<file path="config.mk">
export PLATFORM = sky130hd
export DESIGN_NAME = pc_sequencer
export DESIGN_NICKNAME = d
export VERILOG_FILES = /design/src/rtl/pc_sequencer.sv
export SDC_FILE = /design/constraint.sdc
export NUM_CORES = 1
export LEC_CHECK = 0
export BUFFER_PORTS_ARGS = -buffer_cell sky130_fd_sc_hd__buf_2
export CELL_PAD_IN_SITES_DETAIL_PLACEMENT = 1
export CELL_PAD_IN_SITES_GLOBAL_PLACEMENT = 1
export CORE_ASPECT_RATIO = 0.75
export CORE_MARGIN = 4
export CORE_UTILIZATION = 44
export CTS_CLUSTER_DIAMETER = 30
export DETAILED_ROUTE_END_ITERATION = 10
export PLACE_DENSITY_LB_ADDON = 0.1
export SYNTH_ARGS = -nofsm -noshare
export SYNTH_HDL_FRONTEND = slang
export SYNTH_SLANG_ARGS = --single-unit
</file>
<file path="constraint.sdc">
create_clock -name clk_i -period 5.4 [get_ports clk_i]
set_input_delay 0.27 -clock clk_i [delete_from_list [all_inputs] [get_ports clk_i]]
set_output_delay 0.27 -clock clk_i [all_outputs]
set_load 0.02 [all_outputs]
</file>
<file path="src/rtl/pc_sequencer.sv">
// pc_sequencer: next-PC selection, PC register, fetch gating, misaligned-target trap and retire counter.
module pc_sequencer #(
  parameter logic [31:0] RESET_VECTOR = 32'h0000_0000,
  parameter logic [31:0] TRAP_VECTOR  = 32'h0000_0100,
  parameter logic [31:0] INSTRET_INIT = 32'h0000_0000
) (
  input  logic        clk_i,
  input  logic        reset_i,
  input  logic        branch_taken_i,
  input  logic        jal_i,
  input  logic        jalr_i,
  input  logic [31:0] imm_i,
  input  logic [31:0] rs1_data_i,
  input  logic        imem_ready_i,
  input  logic        stall_i,
  output logic [31:0] pc_o,
  output logic [31:0] pc_plus4_o,
  output logic        imem_req_o,
  output logic        retire_o,
  output logic        trap_o,
  output logic [31:0] trap_epc_o,
  output logic [31:0] instret_o
);
  typedef enum logic [1:0] {BOOT, RUN, TRAP} state_t;
  state_t      state_q;
  logic [31:0] pc_q, pc_d, trap_epc_q, instret_q;
  logic        imem_req_q, trap_q, attempt, misaligned;
  always_comb begin
    pc_plus4_o = pc_q + 32'd4;
    pc_d       = jalr_i ? ((rs1_data_i + imm_i) & ~32'h1) :
                 (jal_i | branch_taken_i) ? (pc_q + imm_i) : pc_plus4_o;
    misaligned = (jalr_i | jal_i | branch_taken_i) & pc_d[1];
    attempt    = (state_q == RUN) & imem_ready_i & ~stall_i;
    retire_o   = attempt & ~misaligned;
  end
  always_ff @(posedge clk_i or posedge reset_i) begin
    if (reset_i) begin
      state_q    <= BOOT;
      pc_q       <= RESET_VECTOR;
      imem_req_q <= 1'b0;
      trap_q     <= 1'b0;
      trap_epc_q <= 32'h0;
      instret_q  <= INSTRET_INIT;
    end else begin
      case (state_q)
        BOOT: begin
          state_q    <= RUN;
          imem_req_q <= 1'b1;
        end
        RUN: if (attempt) begin
          if (misaligned) begin
            // Faulting instruction does not commit; PC stays on it for trap_epc.
            trap_epc_q <= pc_q;
            trap_q     <= 1'b1;
            imem_req_q <= 1'b0;
            state_q    <= TRAP;
          end else begin
            pc_q      <= pc_d;
            instret_q <= instret_q + 32'd1;
          end
        end
        TRAP: begin
          pc_q       <= TRAP_VECTOR;
          trap_q     <= 1'b0;
          imem_req_q <= 1'b1;
          state_q    <= RUN;
        end
        default: state_q <= BOOT;
      endcase
    end
  end
  assign pc_o       = pc_q;
  assign imem_req_o = imem_req_q;
  assign trap_o     = trap_q;
  assign trap_epc_o = trap_epc_q;
  assign instret_o  = instret_q;
endmodule

</file>
==> results.yml <==
status:
  status: "completed"
synth:
  ys_types: 70
  syn_area_um2: 8130
  syn_avg_cell_area_um2: 8.72
  synth_warnings: 0
  async_flop_share_pct: 100
  synthCells: 932
  ys_ff_latch: 100
  synth_enable_flop_cells: 0
  synth_ff_type: "dfrtp_1"
  synth-seq-area-share_pct: 30.8
  synthesis.nets: 1071
critical_path:
  r2r-end: "pc_o[31]$_DFFE_PP0P_"
  required_ns: 5.65
  cp.arrival_ns: 3.70
  worstSetupPathType: "reg2reg"
  crit_path_end_kind: "flop"
  cp-start-kind: "flop"
  r2r_cells: 10
  rrSetupSlack_ns: 1.95
  r2r_start: "pc_o[2]$_DFFE_PP0P_"
  cp_max_fo: 9
clock_tree:
  cts.sinks: 100
  clockRootBuffer: "clkbuf_16"
  cts_max_path_buffers: 2
  numCtsBuffers: 9
  clock_latency_ns: 0.37
  path_clk_slew_ns: 0.08
  cts_tree: "built"
  post_cts.repair.setup_buffers: 0
  ctsHoldBuffers: 0
  cts_resized: 0
  htree_levels: 3
finish:
  fillers: 2229
  final_cell_mix: "buf_2 (201), dfrtp_1 (100), nand2_1 (94), a21oi_1 (72), xnor2_1 (72)"
  multi_input_area_um2: 5400
  final_nets: 1258
  syn2layout_area_growth_pct: 19.0
  drive_above_1_share_pct: 23.7
  mostFrequentLayoutCell: "buf_2"
  ff_latch_area_um2: 2500
  final_cell_area_um2: 9680
  diodes: 0
sta:
  slew_headroom_pct: 49.8
  fmax_mhz: 290
  fin_skew_ns: 0.00788
  period_share_pct: 63.8
  worst_slew_pin_slew_ns: 0.752
  setup_viol: 0
  slew_viol_final: 0
  worst_hold_slack_ns: 0.0129
  fin_ws_ns: 1.95
  finalHoldViolCount: 0
  fin_setup_tns_ns: 0
  finalCriticalPeriod_ns: 3.45
  rsz0062_at_grt: "no"
placed_design:
  placed_area_um2: 9360
  place.gp.congestion: 0.928
  dp_slack_ns: 2.06
  dpl.hpwl_mm: 22.0
  place.port_buffers: 201
floorplanning:
  io-pin-count: 202
  die_area_um2: 20700
  die_y_um: 126
  die_w_um: 165
  fp-row-count: 42
  core-area_um2: 17900
  initial_utilization_pct: 45.5
power_and_ir_drop:
  irDropWorstVdd_uv: 212
  power.density_nw_per_um2: 483
  p_leak_nw: 4.85
grt:
  grtUsageTotal_pct: 27.2
  grt_max_degree: 54
  antenna_found_initial: 0
  grt_pass1_wl_mm: 44.7
  grt_pass1_vias: 7993
  grt-ovfl-total: 0
routing:
  firstDrtPassIters: 5
  wl_per_cell_um: 20.7
  vias: 8025
  drt_first_iter_violations: 576
  drc: 0
  routed_via_density: 5.87
  drtAntennaViolNets: 0
  routed_wl_mm: 28.3
worst_hold_path:
  hold_path_class: "in2async"
job:
  maxCapViolCount: 0
metrics by stage:
step / cells / util [%] / power (mW)
floorplan: 932 / - / 3.06
global placement: 1350 / 52.4 / 3.89
detailed placement: 1350 / 52.4 / 3.95
CTS: 1366 / 54.2 / 4.67
global route: 1366 / 54.2 / 5.01
finish: 1366 / 54.2 / 4.68
worst max-delay path by stage:
stage / from / end / depth (start not counted)
6_report: pc_o[2]$_DFFE_PP0P_ / pc_o[31]$_DFFE_PP0P_ / 10
3_3_place_gp: imm_i[0] / instret_o[29]$_DFFE_PP0P_ / 11
2_1_floorplan: pc_o[0]$_DFFE_PP0P_ / instret_o[28]$_DFFE_PP0P_ / 13
4_1_cts: pc_o[2]$_DFFE_PP0P_ / pc_o[31]$_DFFE_PP0P_ / 10
5_1_grt: pc_o[2]$_DFFE_PP0P_ / pc_o[31]$_DFFE_PP0P_ / 10
3_5_place_dp: pc_o[0]$_DFFE_PP0P_ / instret_o[29]$_DFFE_PP0P_ / 10
kinds of logic after synthesis:
logic type | after synthesis | share of synthesized area [%]
simple gates | 294 | 17.6
compound gates | 269 | 21.8
xor+xnor | 109 | 11.7
flops | 100 | 30.8
fa+ha+maj | 68 | 10.7
buf+inv | 59 | 2.85
mux | 33 | 4.53
worst max-delay path: stages, from the launching register on:
cell and delay [ns]:
dfrtp_1 0.50, ha_1 0.38, o21ai_0 0.38, o21ai_0 0.19, a211oi_1 0.49, nor3_1 0.19
a31oi_1 0.44, o2111ai_1 0.22, xnor2_1 0.17, a21oi_1 0.09, a221o_1 0.29
cell usage after synthesis, drive strengths merged (7+ instances only):
cell type	n	area share, %
ha	66	10
a211oi	11	1.0
dfrtp	100	31
nand2b	12	0.92
and3	28	2.2
xor2	37	4.0
inv	30	1.4
xnor2	72	7.8
nor3	15	0.92
a22o	7	0.75
o21ai	73	4.6
a31oi	7	0.62
clkbuf	23	1.1
a22oi	9	0.83
and4	13	1.4
nand3	37	2.3
nand4	15	1.2
nand2	94	4.3
mux2	30	4.2
a221o	8	0.99
o21bai	10	0.92
a21o	23	2.1
nor2	59	2.7
a21oi	75	4.8
final cells by class:
| cell class | count | share of cell area [%] |
|---|---|---|
| Clock buffer | 9 | 2.33 |
| Inverter | 30 | 1.19 |
| Multi-Input combinational cell | 773 | 55.8 |
| Tap cell | 242 | 3.13 |
| Clock inverter | 7 | 0.970 |
| Timing Repair Buffer | 205 | 10.7 |
| Sequential cell | 100 | 25.9 |
per-layer routing:
layer / global-route usage [%] / wire length (µm) / share of wire [%]
met5: 0 / 0 / 0
met2: 41.0 / 12300 / 44
met1: 40.2 / 13700 / 49
met4: 6.01 / 449 / 1.6
met3: 5.45 / 1740 / 6.2
sequential cells by signal, indices dropped and copies added, names as in the netlist:
signal	count
state_q	2
trap_epc_o	32
trap_o	1
instret_o	32
imem_req_o	1
pc_o	32
report_power, final:
group	internal [mW]	leakage [nW]	switching (mW)
clock network	0.335	0.153	0.354
registers	0.981	1.31	0.342
logic	1.02	3.39	1.65
Power figures use the tool's default switching activity.
